## config.mk

```make
export PLATFORM = sky130hd
export DESIGN_NAME = puf_vote_ctrl
export DESIGN_NICKNAME = d
export VERILOG_FILES = /design/src/rtl/puf_pkg.sv /design/src/rtl/puf_vote_counter.sv /design/src/rtl/puf_vote_ctrl.sv
export SDC_FILE = /design/constraint.sdc
export NUM_CORES = 1
export LEC_CHECK = 0
export CAP_MARGIN = 40
export CORE_UTILIZATION = 35
export CTS_CLUSTER_DIAMETER = 40
export CTS_CLUSTER_SIZE = 30
export DETAILED_ROUTE_END_ITERATION = 10
export DONT_BUFFER_PORTS = 1
export PLACE_DENSITY = 0.58
export SLEW_MARGIN = 15
export SYNTH_ARGS = -nofsm -noshare
export SYNTH_HDL_FRONTEND = slang
export SYNTH_SLANG_ARGS = --single-unit
```

## constraint.sdc

```tcl
create_clock -name clk -period 3.3 [get_ports clk]
set_clock_uncertainty 0.1 [all_clocks]
set_input_delay 0.33 -clock clk [delete_from_list [all_inputs] [get_ports clk]]
set_output_delay 0.33 -clock clk [all_outputs]
set_load 0.05 [all_outputs]
```

## src/rtl/puf_pkg.sv

```systemverilog
// Shared types and constants for the arbiter-PUF vote controller and its counter bank.
package puf_pkg;

  localparam int PUF_WIDTH = 16;

  typedef enum logic [1:0] {
    IDLE  = 2'd0,
    SETUP = 2'd1,
    EVAL  = 2'd2,
    DONE  = 2'd3
  } state_t;

  // Width needed to hold a count from 0 up to and including votes.
  function automatic int cnt_width(input int votes);
    return (votes < 1) ? 1 : $clog2(votes + 1);
  endfunction

endpackage

```

## src/rtl/puf_vote_counter.sv

```systemverilog
// Per-bit sample counters with combinational majority and non-unanimity outputs.
module puf_vote_counter
  import puf_pkg::*;
#(
  parameter int WIDTH = PUF_WIDTH,
  parameter int VOTES = 7,
  parameter int CW    = cnt_width(VOTES)
) (
  input  logic             clk,
  input  logic             rst,
  input  logic             clr,
  input  logic             en,
  input  logic [WIDTH-1:0] sample,
  output logic [WIDTH-1:0] majority,
  output logic [WIDTH-1:0] unstable
);

  logic [CW-1:0] cnt [WIDTH];

  always_ff @(posedge clk) begin
    if (rst || clr) begin
      for (int i = 0; i < WIDTH; i++) cnt[i] <= '0;
    end else if (en) begin
      for (int i = 0; i < WIDTH; i++) cnt[i] <= cnt[i] + CW'(sample[i]);
    end
  end

  always_comb begin
    majority = '0;
    unstable = '0;
    for (int i = 0; i < WIDTH; i++) begin
      majority[i] = (cnt[i] > CW'(VOTES / 2));
      unstable[i] = (cnt[i] != '0) && (cnt[i] != CW'(VOTES));
    end
  end

endmodule

```

## src/rtl/puf_vote_ctrl.sv

```systemverilog
// Sequences VOTES launch/sample cycles on the PUF array and returns the majority-voted response.
//   state | meaning
//   IDLE  | waiting for a challenge; req_ready high
//   SETUP | pulse low, challenge settling / arbiters recovering
//   EVAL  | pulse high, race in flight; sample on the last cycle
//   DONE  | first cycle latches the vote, then holds result until taken
module puf_vote_ctrl
  import puf_pkg::*;
#(
  parameter int WIDTH      = PUF_WIDTH,
  parameter int VOTES      = 7,
  parameter int SETUP_CYC  = 2,
  parameter int SETTLE_CYC = 4
) (
  input  logic             clk,
  input  logic             rst,
  input  logic             req_valid,
  output logic             req_ready,
  input  logic [WIDTH-1:0] req_challenge,
  output logic             puf_pulse,
  output logic [WIDTH-1:0] puf_challenge,
  input  logic [WIDTH-1:0] puf_response,
  output logic             rsp_valid,
  input  logic             rsp_ready,
  output logic [WIDTH-1:0] rsp_response,
  output logic [WIDTH-1:0] rsp_unstable
);

  if ((VOTES < 1) || (VOTES % 2 == 0) || (SETUP_CYC < 1) || (SETTLE_CYC < 1)) begin : g_bad_param
    $error("puf_vote_ctrl: VOTES must be odd and >= 1, SETUP_CYC and SETTLE_CYC >= 1");
  end

  localparam int TMAX = (SETUP_CYC > SETTLE_CYC) ? SETUP_CYC : SETTLE_CYC;
  localparam int TW   = (TMAX > 1) ? $clog2(TMAX) : 1;
  localparam int VW   = cnt_width(VOTES);

  state_t            state;
  logic [TW-1:0]     timer;
  logic [VW-1:0]     vote_idx;
  logic              cnt_clr;
  logic              cnt_en;
  logic [WIDTH-1:0]  majority;
  logic [WIDTH-1:0]  unstable;

  assign req_ready = (state == IDLE);
  assign cnt_clr   = (state == IDLE) && req_valid;
  assign cnt_en    = (state == EVAL) && (timer == '0);

  puf_vote_counter #(
    .WIDTH (WIDTH),
    .VOTES (VOTES),
    .CW    (VW)
  ) u_counter (
    .clk      (clk),
    .rst      (rst),
    .clr      (cnt_clr),
    .en       (cnt_en),
    .sample   (puf_response),
    .majority (majority),
    .unstable (unstable)
  );

  always_ff @(posedge clk) begin
    if (rst) begin
      state         <= IDLE;
      timer         <= '0;
      vote_idx      <= '0;
      puf_pulse     <= 1'b0;
      puf_challenge <= '0;
      rsp_valid     <= 1'b0;
      rsp_response  <= '0;
      rsp_unstable  <= '0;
    end else begin
      case (state)
        IDLE: begin
          if (req_valid) begin
            puf_challenge <= req_challenge;
            vote_idx      <= '0;
            timer         <= TW'(SETUP_CYC - 1);
            state         <= SETUP;
          end
        end
        SETUP: begin
          if (timer == '0) begin
            puf_pulse <= 1'b1;
            timer     <= TW'(SETTLE_CYC - 1);
            state     <= EVAL;
          end else begin
            timer <= timer - TW'(1);
          end
        end
        EVAL: begin
          if (timer == '0) begin
            puf_pulse <= 1'b0;
            vote_idx  <= vote_idx + VW'(1);
            if (vote_idx == VW'(VOTES - 1)) begin
              state <= DONE;
            end else begin
              timer <= TW'(SETUP_CYC - 1);
              state <= SETUP;
            end
          end else begin
            timer <= timer - TW'(1);
          end
        end
        DONE: begin
          // Counts include the final sample only from this cycle on, so latch here.
          if (!rsp_valid) begin
            rsp_valid    <= 1'b1;
            rsp_response <= majority;
            rsp_unstable <= unstable;
          end else if (rsp_ready) begin
            rsp_valid <= 1'b0;
            state     <= IDLE;
          end
        end
        default: state <= IDLE;
      endcase
    end
  end

endmodule

```

==> results.tsv, run 1 <==
stage	metric	value	unit
sta	setup_violations	0	
final_layout	n_antenna_cell	0	
pwr	irDropWorstVdd	282.4	uV
place	dp_slack	0.7494	ns
pwr	intPower	2794	uW
logic_synthesis	yosys-top-cells-area	edfxtp_1, dfxtp_1, ha_1	
cts	cts_max_path_buffers	2	
place	dp_hpwl	6700	um
grt	grt_pass1_wl	16020	um
cts	clkSinkCount	105	
logic_synthesis	syn_area	4772	um^2
final_layout	nNetsFinal	548	
cts	cts_tree	done	
drt	ant_nets	0	
cts	cts_buffers	9	
logic_synthesis	postSynthAreaPerCell	10.22	um^2
place	place_inst	632	
sta	finalHoldViolCount	0	
drt	drtIter0Drc	115	
grt	antenna_found_initial	0	
sta	finalSetupTns	0	ns
logic_synthesis	synthSimpleGateAreaFrac	21.16	%
logic_synthesis	synth.net_count	547	
sta	fmax	391.3	MHz
logic_synthesis	yosys-mux-area-fraction	0.2098	%
sta	worstMarginPinSlew	0.6750	ns
pwr	seqPwrFrac	50.2	%
floorplanning	initial_core_util	35.89	%
drt	vias_per_cell	4.971	
logic_synthesis	synth-seq-cells	105	
sta	relSlewSlack	55.00	%
floorplanning	row_count	42	
pwr	p_leak	0.002022	uW
logic_synthesis	ys_warn_count	0	
floorplanning	coreArea	13300	um^2
drt	drc_errors	0	
final_layout	drive_gt1_share	6.765	%
drt	wl	9677	um
floorplanning	die_h	118.8	um
sta	final_max_slew_viol_count	0	
cts	htreeDepth	3	
grt	grt_usage	14.64	%
logic_synthesis	netlist_instances	467	
hold_path	hold_path_class	in2reg	
final_layout	fillers	1280	
grt	grt-ovfl-total	0	
logic_synthesis	synthAdderAreaFrac	11.54	%
worst_setup_path	crit_path_start_kind	register	
cts	clock_latency	0.34	ns
grt	grt_pass1_vias	3179	
sta	rsz0062_at_grt	false	
drt	wl_per_cell	14.91	um
worst_setup_path	required	3.23	ns
pwr	p_switching	1475	uW
sta	finalCriticalPeriod	2.555	ns
place	placed_area	4975	um^2
worst_setup_path	cp.arrival	2.49	ns
worst_setup_path	crit_type	reg2reg	
place	gp_congestion	0.7640	
logic_synthesis	synth_edf_count	48	
pwr	comb_power_share	21.6	%
logic_synthesis	ys_seq_area_share	54.12	%
floorplanning	fp.dieW	118.8	um
floorplanning	die-area	14110	um^2
sta	post-route-period-util	77.44	%
logic_synthesis	synth_top_area_cell	edfxtp_1	
logic_synthesis	synth_top_family_by_area	simple AND/OR/NAND/NOR gates	
pwr	p_sw_share	34.55	%
cts	cts_root_buffer	clkbuf_16	
final_layout	synthToLayoutAreaGrowth	11.85	%
final_layout	fin_cells	649	
floorplanning	io_pins	87	
worst_setup_path	path_max_fanout	19	
drt	drt_pre_antenna_iters	4	
final_layout	post-route-util	40.15	%
sta	setup_slack	0.7446	ns
outcome	status	complete, no violations	
logic_synthesis	netlist.area_leader.share	30.20	%
run	maxCapViolations	0	
logic_synthesis	ys_async_sr_fraction	0	%
logic_synthesis	synth_xor_xnor_area_share	2.937	%
final_layout	fin_area	5338	um^2
pwr	p_clk_share	28.1	%
logic_synthesis	synthFlopType	dfxtp_1	
cts	clk_pin_slew	0.07	ns
drt	vias	3226	
pwr	power_density	799.8	nW/um^2
grt	grt_max_degree	58	
worst_setup_path	cp-end-kind	register	
logic_synthesis	synth_compound_area_share	7.577	%
logic_synthesis	yosys.cell_types.count	36	
place	io_buffers	0	
-- state kept, by name, indices dropped and copies added, names as in the netlist --
register,flops
u_counter.cnt,48
puf_challenge,16
rsp_response,16
rsp_unstable,16
vote_idx,3
state,2
timer,2
puf_pulse,1
rsp_valid,1
-- placed cells by master (no fill, tap or decap), drive strengths merged --
| cell | instances |
|---|---|
| or3 | 16 |
| and4 | 1 |
| ha | 44 |
| nor2 | 26 |
| xnor2 | 16 |
| nand3b | 1 |
| a311oi | 1 |
| a221oi | 1 |
| nor3 | 1 |
| clkbuf | 10 |
| a32oi | 1 |
| a211oi | 2 |
| buf | 9 |
| and2 | 33 |
| or2 | 1 |
| nand2b | 3 |
| o21ai | 3 |
| mux2i | 1 |
| dfxtp | 57 |
| clkinv | 3 |
| edfxtp | 48 |
| a31oi | 1 |
| nand4b | 1 |
| inv | 9 |
| nand4 | 1 |
| a211o | 1 |
| nand2 | 88 |
| and2b | 2 |
| nand3 | 36 |
| bufinv | 3 |
| a21oi | 52 |
| o22ai | 1 |
-- synthesized netlist by cell type, types with 2 or more instances --
| master | instances |
|---|---|
| or3_1 | 16 |
| dfxtp_1 | 57 |
| nand2_1 | 88 |
| xnor2_1 | 16 |
| buf_2 | 4 |
| nor2_1 | 25 |
| o21ai_0 | 3 |
| inv_1 | 9 |
| clkbuf_1 | 13 |
| ha_1 | 44 |
| and2_1 | 33 |
| nand3_1 | 35 |
| and2b_1 | 2 |
| nand2b_1 | 2 |
| edfxtp_1 | 48 |
| a21oi_1 | 52 |
-- cells by family (layout without fill, tap and decap cells) --
kind of cell               count (synthesis)  count (layout)
adders and majority gates                 44              44
muxes                                      1               1
AOI/OAI and AO/OA                         63              63
DFF                                      105             105
and+or+nand+nor                          210             210
xor gates and xnor gates                  16              16
buffers and inverters                     28              34
-- stage by stage --
step | total power, uW | hold WS, ns
5_1_grt | 4539 | 0.01592
3_5_place_dp | 3093 | 0.3052
6_report | 4269 | 0.01453
2_1_floorplan | 2845 | 0.3492
3_3_place_gp | 3054 | 0.3049
4_1_cts | 4332 | 0.002204
-- metal layers --
metal | vias up | share of wire (%) | track usage (%)
met5 | - | 0 | 0
met4 | 0 | 2.7 | 7.516
met3 | 16 | 3.9 | 3.378
met2 | 58 | 50 | 24.63
met1 | 1543 | 44 | 17.39
li1 | 1609 | - | -
-- power groups by stage --
| stage | Combinational [uW] | Sequential, uW | Clock [uW] |
|---|---|---|---|
| after detailed placement | 920 | 2170 | 0 |
| after global routing | 1070 | 2190 | 1280 |
| final | 923 | 2140 | 1200 |
| after floorplan | 732 | 2110 | 0 |
| after global placement | 893 | 2160 | 0 |
| after CTS | 946 | 2150 | 1240 |
-- critical path, cell delays in order, from the launching register on --
cell	delay (ns)
dfxtp_1	0.37
inv_1	0.17
ha_1	0.62
and2_1	0.26
nor2_2	0.05
nand2_2	0.33
buf_4	0.33
-- path summary, 6_finish.rpt --
kind                                 start                                  to  slack [ns]  depth (start not counted)
hold reg to reg   vote_idx[0]$_SDFFE_PP0P_            vote_idx[0]$_SDFFE_PP0P_        0.38                          2
setup / recovery     state[0]$_SDFFE_PP0P_  u_counter.cnt[0][17]$_SDFFCE_PN0P_        0.74                          6
hold / removal           req_challenge[14]      puf_challenge[14]$_SDFFE_PP0P_        0.01                          2
setup reg to reg     state[0]$_SDFFE_PP0P_  u_counter.cnt[0][17]$_SDFFCE_PN0P_        0.74                          6
-- final cells by class --
type,count,area (um^2),area share [%]
flip-flops and latches,105,2582,48.38
repair buffers,9,91.34,1.711
well taps,176,220.2,4.126
clock inverters,6,106.4,1.992
inverters,9,33.78,0.6329
clock buffers,10,229.0,4.290
multi-input cells,334,2074,38.87
-- repair_timing --
action | in CTS | in global routing
setup buffers | 0 | 0
resized for setup | 0 | 0
hold buffers | 1 | 0
endpoints found under the hold margin | 57 | 0
No activity file was read; power rests on OpenSTA's default activity.
==> run 2: changes to the inputs <==
Settings changed: PLACE_DENSITY 0.58 to 0.6.
Clock period 3.3 ns to 2.1 ns, I/O delays scaled along.
==> results.tsv, run 2 (synthesis results as in run 1) <==
stage	metric	value	unit	change
outcome	status	complete, no violations		
place	place_inst	639		+1.1%
place	io_buffers	0		unchanged
hold_path	hold_depth	2		unchanged
place	dp_slack	0.08589	ns	-0.6635 ns
drt	wl_per_cell	15.34	um	+2.9%
cts	cts_buffers	9		unchanged
place	gp_congestion	0.7318		-4.2%
worst_setup_path	path_max_fanout	10		-9
floorplanning	io_pins	87		unchanged
run	maxCapViolations	0		unchanged
cts	post-cts-setup-buffers	0		unchanged
sta	worstMarginPinSlew	0.6017	ns	-0.07330 ns
worst_setup_path	startpoint	state[0]$_SDFFE_PP0P_		
pwr	comb_power_share	24.3	%	+2.7 points
worst_setup_path	max_stage_delay	0.33	ns	-0.29 ns
sta	finalHoldViolCount	0		unchanged
drt	drtIter0Drc	139		+21%
floorplanning	initial_core_util	35.89	%	unchanged
grt	grt_pass1_wl	16750	um	+4.5%
pwr	p_sw_share	35.55	%	+1.0 points
hold_path	min_from	puf_response[6]		
worst_setup_path	r2r_cells	7		+1
sta	setup_violations	0		unchanged
cts	cts_max_path_buffers	2		unchanged
cts	cts_tree	done		
cts	htreeDepth	3		unchanged
worst_setup_path	cp.arrival	2.09	ns	-0.40 ns
worst_setup_path	cpMaxStageDelayCell	dfxtp_1		
pwr	intPower	4359	uW	+56%
final_layout	final_common_cell	nand2_1		
drt	drc_errors	0		unchanged
final_layout	drive_gt1_share	8.434	%	+1.7 points
drt	vias_per_cell	4.961		-0.19%
pwr	irDropWorstVdd	461.2	uV	+63%
floorplanning	fp.dieW	118.8	um	unchanged
worst_setup_path	r2r-start	state[0]$_SDFFE_PP0P_		
worst_setup_path	cp-end-kind	register		
drt	ant_nets	0		unchanged
pwr	p_clk_share	26.4	%	-1.7 points
grt	grt_pass1_vias	3355		+5.5%
drt	drt_pre_antenna_iters	6		+2
drt	wl	10340	um	+6.9%
final_layout	fin_cells	674		+3.9%
cts	clkSinkCount	105		unchanged
floorplanning	die_h	118.8	um	unchanged
sta	rsz0062_at_grt	false		
worst_setup_path	crit_chain	inv_1 -> ha_2 -> buf_4 -> and2_1 -> nor2_4 -> nand3_2 -> nor2_1		
final_layout	n_antenna_cell	0		unchanged
drt	vias	3344		+3.7%
floorplanning	die-area	14110	um^2	unchanged
sta	final_max_slew_viol_count	0		unchanged
worst_setup_path	required	2.20	ns	-1.03 ns
final_layout	layout_common_cells	nand2_1, dfxtp_1, a21oi_1, edfxtp_1, ha_1		
place	dp_hpwl	6885	um	+2.8%
pwr	p_leak	0.002127	uW	+5.1%
worst_setup_path	crit_type	reg2reg		
pwr	seqPwrFrac	49.3	%	-0.9 points
floorplanning	row_count	42		unchanged
worst_setup_path	crit_path_start_kind	register		
hold_path	hold_path_class	in2reg		
cts	clk_pin_slew	0.07	ns	about the same
grt	antenna_found_initial	0		unchanged
sta	relSlewSlack	59.83	%	+4.8 points
grt	grt_usage	15.35	%	+0.71 points
pwr	power_density	1212	nW/um^2	+52%
sta	post-route-period-util	94.82	%	+17 points
sta	fmax	502.2	MHz	+28%
final_layout	nNetsFinal	573		+4.6%
final_layout	largest_register_ff_count	48		unchanged
grt	grt-ovfl-total	0		unchanged
final_layout	synthToLayoutAreaGrowth	16.94	%	
final_layout	regMostFlops	u_counter.cnt		
cts	cts_root_buffer	clkbuf_16		
sta	setup_slack	0.1087	ns	-0.6359 ns
floorplanning	coreArea	13300	um^2	unchanged
grt	grt_max_degree	58		unchanged
cts	clock_latency	0.35	ns	about the same
sta	finalCriticalPeriod	1.991	ns	-0.5641 ns
pwr	p_switching	2404	uW	+63%
==> run 2: timing repair <==
item,CTS,global route
hold buffers,18,0
hold endpoints to repair,57,0
resized for setup,0,1
endpoints found under the setup margin,0,47
==> run 2: metrics by stage <==
stage                     hold WS, ns  cell area (um^2)  TNS [ns]  total power, uW  utilization (%)
final                         0.05821              5580         0             6763            41.97
after global routing          0.05953              5580         0             7191            41.97
after CTS                     0.04746              5564         0             6828            41.85
after detailed placement       0.1873              5056         0             4973            38.03
after global placement         0.1852              5045   -0.7092             4895            37.94
after floorplan                0.2460              4795         0             4489                -
==> run 2: worst max-delay path: cells and delay by family, from the launching register on <==
family                     cells  cell delay, ns
adders and majority gates      1            0.21
buffers and inverters          2            0.29
DFF                            1            0.33
and+or+nand+nor                4            0.90
==> run 2: final timing paths <==
| kind | end | slack [ns] |
|---|---|---|
| hold / removal | u_counter.cnt[0][18]$_SDFFCE_PN0P_ | 0.06 |
| setup / recovery | u_counter.cnt[0][17]$_SDFFCE_PN0P_ | 0.11 |
| hold reg to reg | vote_idx[0]$_SDFFE_PP0P_ | 0.39 |
| setup reg to reg | u_counter.cnt[0][17]$_SDFFCE_PN0P_ | 0.11 |
==> run 2: area by class of cell <==
class | instances | area [um^2]
Clock buffer | 9 | 225.2
Clock inverter | 7 | 85.08
Fill cell | 1242 | 7715
Inverter | 9 | 33.78
Multi-Input combinational cell | 335 | 2107
Sequential cell | 105 | 2582
Tap cell | 176 | 220.2
Timing Repair Buffer | 33 | 326.6
==> run 2: metal layers <==
metal	global-route usage (%)	vias up	wire length, um
li1	-	1666	-
met1	18.04	1594	4546
met2	25.69	70	5018
met3	4.054	14	558
met4	7.832	0	220
met5	0	-	0
==> run 2: power groups by stage <==
| stage | sequential (uW) | clock, uW | combinational, uW |
|---|---|---|---|
| detailed placement | 3390 | 0 | 1590 |
| floorplan | 3310 | 0 | 1180 |
| global placement | 3360 | 0 | 1530 |
| finish | 3330 | 1790 | 1640 |
| CTS | 3340 | 1840 | 1650 |
| global route | 3400 | 1910 | 1880 |
